===== src/rtl/mux_rezultati_alu_if.sv =====
// Bus bundle for the ALU result multiplexer: channel data, carries and select
// on the input side, registered result plus flags on the output side.
interface mux_rezultati_alu_if #(
  parameter int WIDTH  = 16,
  parameter int NUM_IN = 8,
  parameter int SEL_W  = 3
);
  logic [NUM_IN*WIDTH-1:0] Hyrjet;
  logic [NUM_IN-1:0]       CarryHyrjet;
  logic [SEL_W-1:0]        S;
  logic                    Valid_in;
  logic                    Ready_in;
  logic [WIDTH-1:0]        Dalja;
  logic                    Valid_out;
  logic                    Ready_out;
  logic                    Zero;
  logic                    Negative;
  logic                    Carry;
  logic                    Illegal;

  modport master (
    output Hyrjet, CarryHyrjet, S, Valid_in, Ready_out,
    input  Ready_in, Dalja, Valid_out, Zero, Negative, Carry, Illegal
  );

  modport slave (
    input  Hyrjet, CarryHyrjet, S, Valid_in, Ready_out,
    output Ready_in, Dalja, Valid_out, Zero, Negative, Carry, Illegal
  );
endinterface


===== src/rtl/mux_rezultati_alu.sv =====
// ALU result multiplexer: picks channel S, derives Zero/Negative/Carry/Illegal
// at acceptance time and holds result+flags in a 2-entry skid buffer so that
// Ready_in is a pure register output.
module mux_rezultati_alu #(
  parameter int WIDTH  = 16,
  parameter int NUM_IN = 8,
  parameter int SEL_W  = 3
) (
  input logic                Clock,
  input logic                Reset,
  mux_rezultati_alu_if.slave bus
);

  typedef struct packed {
    logic [WIDTH-1:0] data;
    logic             zero;
    logic             neg;
    logic             carry;
    logic             illegal;
  } entry_t;

  typedef enum logic [1:0] {EMPTY, ONE, FULL} state_t;

  // Builds one stored entry; an out-of-range select yields a zero word
  // flagged Illegal with no carry.
  function automatic entry_t select_entry(
    input logic [NUM_IN*WIDTH-1:0] h,
    input logic [NUM_IN-1:0]       cy,
    input logic [SEL_W-1:0]        s
  );
    entry_t e;
    e         = '0;
    e.illegal = 1'b1;
    for (int k = 0; k < NUM_IN; k++) begin
      if (int'(s) == k) begin
        e.data    = h[k*WIDTH +: WIDTH];
        e.carry   = cy[k];
        e.illegal = 1'b0;
      end
    end
    e.zero = (e.data == '0);
    e.neg  = e.data[WIDTH-1];
    return e;
  endfunction

  state_t state_q, state_d;
  entry_t new_p0;
  entry_t out_p1, skid_p1;
  logic   vld_p1;
  logic   ready_q;
  logic   in_xfer, out_xfer;
  logic   load_out_new, load_out_skid, load_skid;

  assign new_p0   = select_entry(bus.Hyrjet, bus.CarryHyrjet, bus.S);
  assign in_xfer  = bus.Valid_in & ready_q;
  assign out_xfer = vld_p1 & bus.Ready_out;

  // Next-state and buffer steering from the two handshakes
  always_comb begin
    state_d       = state_q;
    load_out_new  = 1'b0;
    load_out_skid = 1'b0;
    load_skid     = 1'b0;
    unique case (state_q)
      EMPTY: begin
        if (in_xfer) begin
          state_d      = ONE;
          load_out_new = 1'b1;
        end
      end
      ONE: begin
        if (in_xfer && out_xfer) begin
          load_out_new = 1'b1;
        end else if (in_xfer) begin
          state_d   = FULL;
          load_skid = 1'b1;
        end else if (out_xfer) begin
          state_d = EMPTY;
        end
      end
      FULL: begin
        if (out_xfer) begin
          state_d       = ONE;
          load_out_skid = 1'b1;
        end
      end
      default: state_d = EMPTY;
    endcase
  end

  // Stage p0 -> p1: state, handshake flags and the output entry
  always_ff @(posedge Clock) begin
    if (Reset) begin
      state_q <= EMPTY;
      vld_p1  <= 1'b0;
      ready_q <= 1'b1;
      out_p1  <= '0;
    end else begin
      state_q <= state_d;
      vld_p1  <= (state_d != EMPTY);
      ready_q <= (state_d != FULL);
      if (load_out_new) begin
        out_p1 <= new_p0;
      end else if (load_out_skid) begin
        out_p1 <= skid_p1;
      end
    end
  end

  // Skid entry is only meaningful in FULL, so it needs no reset value
  always_ff @(posedge Clock) begin
    if (load_skid) begin
      skid_p1 <= new_p0;
    end
  end

  assign bus.Ready_in  = ready_q;
  assign bus.Valid_out = vld_p1;
  assign bus.Dalja     = out_p1.data;
  assign bus.Zero      = out_p1.zero;
  assign bus.Negative  = out_p1.neg;
  assign bus.Carry     = out_p1.carry;
  assign bus.Illegal   = out_p1.illegal;

endmodule


===== src/flat_wrapper.sv =====
// flat-port wrapper written by rule: the top's interface ports become plain ports
module mux_rezultati_alu_flat 
#(
  parameter int WIDTH  = 16,
  parameter int NUM_IN = 8,
  parameter int SEL_W  = 3
)
  (Clock, Reset, bus_Hyrjet, bus_CarryHyrjet, bus_S, bus_Valid_in, bus_Ready_out, bus_Ready_in, bus_Dalja, bus_Valid_out, bus_Zero, bus_Negative, bus_Carry, bus_Illegal);
  mux_rezultati_alu_if #(.WIDTH(WIDTH), .NUM_IN(NUM_IN), .SEL_W(SEL_W)) bus_i ();
  input logic Clock;
  input logic Reset;
  input wire logic [$bits(bus_i.Hyrjet)-1:0] bus_Hyrjet;
  input wire logic [$bits(bus_i.CarryHyrjet)-1:0] bus_CarryHyrjet;
  input wire logic [$bits(bus_i.S)-1:0] bus_S;
  input wire logic [$bits(bus_i.Valid_in)-1:0] bus_Valid_in;
  input wire logic [$bits(bus_i.Ready_out)-1:0] bus_Ready_out;
  output wire logic [$bits(bus_i.Ready_in)-1:0] bus_Ready_in;
  output wire logic [$bits(bus_i.Dalja)-1:0] bus_Dalja;
  output wire logic [$bits(bus_i.Valid_out)-1:0] bus_Valid_out;
  output wire logic [$bits(bus_i.Zero)-1:0] bus_Zero;
  output wire logic [$bits(bus_i.Negative)-1:0] bus_Negative;
  output wire logic [$bits(bus_i.Carry)-1:0] bus_Carry;
  output wire logic [$bits(bus_i.Illegal)-1:0] bus_Illegal;
  assign bus_i.Hyrjet = bus_Hyrjet;
  assign bus_i.CarryHyrjet = bus_CarryHyrjet;
  assign bus_i.S = bus_S;
  assign bus_i.Valid_in = bus_Valid_in;
  assign bus_i.Ready_out = bus_Ready_out;
  assign bus_Ready_in = bus_i.Ready_in;
  assign bus_Dalja = bus_i.Dalja;
  assign bus_Valid_out = bus_i.Valid_out;
  assign bus_Zero = bus_i.Zero;
  assign bus_Negative = bus_i.Negative;
  assign bus_Carry = bus_i.Carry;
  assign bus_Illegal = bus_i.Illegal;
  mux_rezultati_alu #(.WIDTH(WIDTH), .NUM_IN(NUM_IN), .SEL_W(SEL_W)) u_core (.Clock(Clock), .Reset(Reset), .bus(bus_i));
endmodule

===== config.mk =====
export PLATFORM = sky130hd
export DESIGN_NAME = mux_rezultati_alu_flat
export DESIGN_NICKNAME = d
export VERILOG_FILES = /design/src/rtl/mux_rezultati_alu_if.sv /design/src/rtl/mux_rezultati_alu.sv /design/src/flat_wrapper.sv
export SDC_FILE = /design/constraint.sdc
export NUM_CORES = 1
export LEC_CHECK = 0
export CAP_MARGIN = 30
export CORE_MARGIN = 3
export CORE_UTILIZATION = 43
export CTS_CLUSTER_DIAMETER = 150
export CTS_CLUSTER_SIZE = 28
export DETAILED_ROUTE_END_ITERATION = 16
export PLACE_DENSITY = 0.95
export SYNTH_ARGS = -nofsm -noshare
export SYNTH_HDL_FRONTEND = slang
export SYNTH_SLANG_ARGS = --single-unit

===== constraint.sdc =====
create_clock -name Clock -period 4.95 [get_ports Clock]
set_input_delay 0.99 -clock Clock [delete_from_list [all_inputs] [get_ports Clock]]
set_output_delay 0.99 -clock Clock [all_outputs]
set_load 0.1 [all_outputs]

==> impl_metrics.env, run 1 <==
export IMPL_seq_area_sq_um=1030
export IMPL_synth_area_leaders="edfxtp_1 19%, dfxtp_1 15%, mux2i_1 8.0%"
export IMPL_postCtsSetupBuffers=0
export IMPL_period_share_pct=75.4
export IMPL_synth_top_cell_by_area="edfxtp_1"
export IMPL_status="finished clean"
export IMPL_boundaryPins=165
export IMPL_initial_core_util_pct=46.0
export IMPL_cts_resized=0
export IMPL_yosysUniqueCellTypes=58
export IMPL_fin_skew_ns=0.00667
export IMPL_avgSynthCellArea_sq_um=9.47
export IMPL_drc=0
export IMPL_crit_arrival_ns=3.90
export IMPL_fmax_ghz=0.268
export IMPL_worstHoldPathType="flop to flop"
export IMPL_report_final_slew_viol_count=0
export IMPL_wl_mm=10.2
export IMPL_grt_pass1_vias=3303
export IMPL_cts_root_buf="clkbuf_8"
export IMPL_pre_cts_slack_ns=0.945
export IMPL_n_fill_cell=470
export IMPL_finalWeightedCongestion=0.880
export IMPL_die_y_um=89.8
export IMPL_rsz0062_at_grt="no"
export IMPL_numPortBuffers=164
export IMPL_grt_pass1_wl_mm=16.2
export IMPL_synthXorXnorAreaFrac_pct=0
export IMPL_crit_type="input pin to flop"
export IMPL_fin_ws_ns=1.22
export IMPL_cts_tree="done"
export IMPL_cts_htree_levels=2
export IMPL_synthMuxAreaShare_pct=21.6
export IMPL_crit_start="bus_S[2]"
export IMPL_grt_total_usage_pct=24.6
export IMPL_antenna_left=0
export IMPL_floorplan_die_width_um=89.8
export IMPL_grt_overflow_total=0
export IMPL_clock_sinks=42
export IMPL_power_leakage_nw=1.72
export IMPL_antenna_found_initial=0
export IMPL_finalNetCount=614
export IMPL_finalSetupTns_ns=0
export IMPL_synth_top_family_by_area="compound AO/OA/AOI/OAI gates"
export IMPL_clock_path_buffers=2
export IMPL_grt_start_max_net_pins=41
export IMPL_pwr_density_cell_nw_per_um2=249
export IMPL_vias=3258
export IMPL_setup_viol=0
export IMPL_placed_area_sq_um=4660
export IMPL_ir_worst_vdd_mv=0.143
export IMPL_syn2layout_area_growth_pct=57.7
export IMPL_synth_common_cells="29 x nand2_1, 29 x nor2_1, 25 x a21oi_1"
export IMPL_synthArstFlopShare_pct=0
export IMPL_synth_compound_area_share_pct=22.7
export IMPL_relSlewSlack_pct=32.8
export IMPL_first_pass_iters=5
export IMPL_hpwl_mm=8.12
export IMPL_slowest_stage="clkdlybuf4s50_1"
export IMPL_synthAdderAreaFrac_pct=0
export IMPL_num_rows=29
export IMPL_maxCapViolations=0
export IMPL_critPathMaxFanout=19
export IMPL_dieArea_sq_um=8070
export IMPL_synth_top_area_share_pct=18.9
export IMPL_r2r_start="u_core.state_q[1]"
export IMPL_max_stage_delay_ns=0.72
export IMPL_final_area_sq_um=4770
export IMPL_coreArea_sq_um=6570
export IMPL_ys_warn_count=0
export IMPL_numCtsBuffers=5
export IMPL_ys_seq_elements=42
export IMPL_hold_viol=0
export IMPL_crit_chain="clkdlybuf4s50_1, inv_1, a21oi_1, a2111oi_4, a21oi_2, or4_1, a2111o_1, nor2_1"
export IMPL_syn_inst=319
export IMPL_synth_edf_count=19
export IMPL_cts_hold_buf=0
export IMPL_avgViaCountPerCell=5.77
export IMPL_synth_nets=462
export IMPL_antenna_cells=0
export IMPL_crit_required_ns=5.12
export IMPL_period_minus_slack_ns=3.73
export IMPL_tightest_slew_ns=1.01
export IMPL_first_iter_violations=226
export IMPL_clk_latency_ns=0.30
export IMPL_drive_gt1_share_pct=7.63
export IMPL_hold_path_startpoint="u_core.skid_p1[12]"
export IMPL_yosysSeqAreaShare_pct=34.1
export IMPL_whs_ns=0.522
export IMPL_wl_per_cell_um=18.1
export IMPL_synthFlopType="dfxtp_1"
export IMPL_cp_end_kind="flop"
export IMPL_start_kind="input pin"
export IMPL_mappedNetlistArea_sq_um=3020
export IMPL_multi_input_area_sq_um=1800
export IMPL_cts_clk_slew_worst_paths_ns=0.08
export IMPL_synth_simple_gate_area_share_pct=15.0
[worst paths after layout]
| path | cells after the start | to | slack (ns) |
|---|---|---|---|
| hold / removal | 2 | u_core.bus.Dalja[8] | 0.52 |
| hold reg to reg | 2 | u_core.bus.Dalja[8] | 0.52 |
| setup reg to reg | 5 | u_core.bus.Dalja[13] | 2.92 |
| setup / recovery | 8 | u_core.skid_p1[3] | 1.22 |
[per-layer routing]
| metal | share of wire [%] | vias to the layer above | GRT usage, % |
|---|---|---|---|
| met2 | 51 | 218 | 43.0 |
| li1 | - | 1507 | - |
| met5 | 0 | - | 0 |
| met1 | 36 | 1497 | 29.0 |
| met4 | 3.9 | 0 | 11.9 |
| met3 | 9.1 | 36 | 4.76 |
[sequential cells by signal (all words and copies together), names as in the netlist]
| name | flops |
|---|---|
| u_core.skid_p1 | 19 |
| u_core.bus.Dalja | 15 |
| u_core.state_q | 2 |
| u_core.bus.Carry | 1 |
| u_core.bus.Illegal | 1 |
| u_core.bus.Negative | 1 |
| u_core.bus.Ready_in | 1 |
| u_core.bus.Valid_out | 1 |
| u_core.bus.Zero | 1 |
[stage by stage]
step	instances	utilization (%)	total power, mW
final	565	72.6	1.19
after global routing	565	72.6	1.23
after CTS	565	72.6	1.19
after detailed placement	557	70.9	0.921
after global placement	557	70.9	0.909
after floorplan	319	-	0.730
[cell usage in the layout (no fill, tap or decap), types with 3 or more instances in the layout]
cell,synthesis,final
nand3b_1,3,3
mux2_2,5,5
inv_1,9,9
nand2_1,29,29
nand2b_1,11,11
mux2i_1,24,24
buf_4,4,6
nand3_1,3,3
mux4_2,10,10
a21oi_1,25,25
o21ai_0,10,10
clkbuf_8,0,5
a211oi_1,11,11
a22oi_1,12,12
dfxtp_1,23,23
o21ai_1,3,3
nor2_1,29,29
nor3_1,4,4
edfxtp_1,19,19
mux2_1,8,8
clkdlybuf4s50_1,0,162
o22ai_1,4,4
a221oi_1,6,6
nor2b_1,5,5
[cells by family after synthesis]
kind of cell / Yosys count
other: 1
DFF: 42
and+or+nand+nor: 95
buffers and inverters: 34
muxes: 49
AOI/OAI and AO/OA: 98
[layout make-up]
| type | count | share of cell area (%) |
|---|---|---|
| well taps | 93 | 2.44 |
| repair buffers | 170 | 35.2 |
| inverters | 9 | 0.709 |
| clock buffers | 6 | 1.52 |
| flip-flops and latches | 42 | 21.6 |
| clock inverters | 2 | 0.788 |
| multi-input cells | 243 | 37.7 |
[power breakdown]
group	internal, mW	switching (mW)	leakage, nW
Clock	0.150	0.119	0.0514
Combinational	0.213	0.294	1.31
Sequential	0.397	0.0150	0.364
[critical path, delay by kind of cell]
family | cells | cell delay [ns]
AO/OA/AOI/OAI | 4 | 1.02
buffers and inverters | 2 | 1.28
AND/OR/NAND/NOR | 2 | 0.61
(Power assumes the default switching activity.)
==> run 2, diff against run 1 <==
- CORE_UTILIZATION: 43 -> 36
- PLACE_DENSITY: 0.95 -> 0.9
- clock period: 4.95 -> 3.4 ns (I/O delays scaled with it)
==> impl_metrics.env, run 2 (synthesis results as in run 1) <==
export IMPL_status="finished clean"
export IMPL_worst_hold_path_endpoint="u_core.bus.Dalja[8]"
export IMPL_slowest_stage="clkdlybuf4s50_1"
export IMPL_relSlewSlack_pct=35.4
export IMPL_tightest_slew_ns=0.966
export IMPL_r2r_start="u_core.bus.Ready_in"
export IMPL_period_share_pct=86.5
export IMPL_final_area_sq_um=4790
export IMPL_floorplan_die_width_um=97.6
export IMPL_postCtsSetupBuffers=0
export IMPL_seq_area_sq_um=1030
export IMPL_cts_root_buf="clkbuf_8"
export IMPL_crit_chain="clkdlybuf4s50_1, and3_1, a31o_1, a2111oi_4, a21oi_2, or4_1, a2111o_1, nor2_1"
export IMPL_clock_sinks=42
export IMPL_dieArea_sq_um=9530
export IMPL_crit_arrival_ns=3.09
export IMPL_cts_htree_levels=2
export IMPL_crit_required_ns=3.55
export IMPL_rrSetupSlack_ns=1.56
export IMPL_rr_worst_depth=7
export IMPL_finalWeightedCongestion=0.837
export IMPL_setup_viol=0
export IMPL_power_leakage_nw=1.80
export IMPL_clockPowerShare_pct=19.6
export IMPL_hpwl_mm=8.26
export IMPL_whs_ns=0.524
export IMPL_cts_resized=0
export IMPL_swShare_pct=36.8
export IMPL_hold_path_startpoint="u_core.skid_p1[12]"
export IMPL_period_minus_slack_ns=2.94
export IMPL_wl_per_cell_um=17.6
export IMPL_first_iter_violations=245
export IMPL_ir_worst_vdd_mv=0.161
export IMPL_grt_pass1_wl_mm=16.5
export IMPL_pwr_density_cell_nw_per_um2=348
export IMPL_largest_reg_flops=19
export IMPL_drc=0
export IMPL_p_seq_share_pct=36.1
export IMPL_grt_overflow_total=0
export IMPL_maxCapViolations=0
export IMPL_clock_path_buffers=2
export IMPL_grt_pass1_vias=3352
export IMPL_placed_area_sq_um=4700
export IMPL_vias=3223
export IMPL_initial_core_util_pct=38.1
export IMPL_cts_tree="done"
export IMPL_report_final_slew_viol_count=0
export IMPL_worstHoldPathType="flop to flop"
export IMPL_die_y_um=97.6
export IMPL_p_comb_share_pct=44.3
export IMPL_finalSetupTns_ns=0
export IMPL_fmax_ghz=0.340
export IMPL_rsz0062_at_grt="no"
export IMPL_cts_clk_slew_worst_paths_ns=0.08
export IMPL_antenna_cells=0
export IMPL_r2r_end="u_core.bus.Dalja[7]"
export IMPL_power_internal_mw=1.05
export IMPL_min_path_cells=2
export IMPL_max_stage_delay_ns=0.53
export IMPL_num_rows=32
export IMPL_critPathMaxFanout=5
export IMPL_start_kind="input pin"
export IMPL_fin_skew_ns=0.00583
export IMPL_n_fill_cell=672
export IMPL_drive_gt1_share_pct=13.3
export IMPL_clk_latency_ns=0.29
export IMPL_mostFrequentLayoutCells="144 x clkdlybuf4s50_1, 34 x buf_4, 29 x nand2_1, 29 x nor2_1, 25 x a21oi_1"
export IMPL_finalNetCount=624
export IMPL_coreArea_sq_um=7930
export IMPL_hold_viol=0
export IMPL_final_common_cell="clkdlybuf4s50_1"
export IMPL_syn2layout_area_growth_pct=58.5
export IMPL_antenna_found_initial=0
export IMPL_numCtsBuffers=5
export IMPL_cp_end_kind="flop"
export IMPL_crit_type="input pin to flop"
export IMPL_grt_total_usage_pct=21.2
export IMPL_largest_register="u_core.skid_p1"
export IMPL_grt_start_max_net_pins=29
export IMPL_first_pass_iters=4
export IMPL_antenna_left=0
export IMPL_numPortBuffers=164
export IMPL_p_sw_mw=0.614
export IMPL_wl_mm=10.3
export IMPL_multi_input_area_sq_um=1800
export IMPL_boundaryPins=165
export IMPL_power_mw=1.67
export IMPL_cts_hold_buf=0
export IMPL_avgViaCountPerCell=5.52
## run 2: routing by layer
metal / GRT usage [%] / routed length [um] / part of all wire [%] / up-vias
met2: 37.7 / 5320 / 52 / 164
met4: 6.28 / 164 / 1.6 / 0
li1: - / - / - / 1526
met5: 0 / 0 / 0 / -
met1: 25.4 / 3970 / 39 / 1519
met3: 4.74 / 804 / 7.8 / 14
## run 2: cell type report
type	count	share of cell area (%)
well taps	102	2.67
repair buffers	180	35.6
flip-flops and latches	42	21.5
inverters	9	0.706
clock inverters	1	0.105
clock buffers	7	1.80
multi-input cells	243	37.5
## run 2: through the flow
stage | utilization [%] | worst slack [ns] | std cells
6_report | 60.4 | 0.459 | 584
5_1_grt | 60.4 | 0.296 | 584
4_1_cts | 60.4 | 0.485 | 584
3_5_place_dp | 59.2 | 0.212 | 576
3_3_place_gp | 59.2 | 0.233 | 576
2_1_floorplan | - | 0.720 | 319
## run 2: worst max-delay path: cells and delay by family
kind,cells,cell delay [ns]
simple gates,3,0.82
buf+inv,1,0.53
compound gates,4,1.05
## run 2: power groups by stage
stage	sequential (mW)	clock, mW	combinational, mW
floorplan	0.804	0	0.259
global placement	0.612	0	0.722
detailed placement	0.614	0	0.734
CTS	0.602	0.335	0.737
global route	0.607	0.359	0.782
finish	0.602	0.327	0.738
## run 2: worst max path at each step
stage | from | slack, ns | endpoint | cells after the start
finish | bus_S[2] | 0.46 | u_core.skid_p1[3] | 8
global route | bus_S[0] | 0.30 | u_core.skid_p1[3] | 9
CTS | bus_S[2] | 0.49 | u_core.skid_p1[3] | 8
detailed placement | bus_S[2] | 0.21 | u_core.skid_p1[3] | 8
global placement | bus_S[2] | 0.23 | u_core.skid_p1[3] | 8
floorplan | u_core.bus.Ready_in | 0.72 | u_core.skid_p1[0] | 3
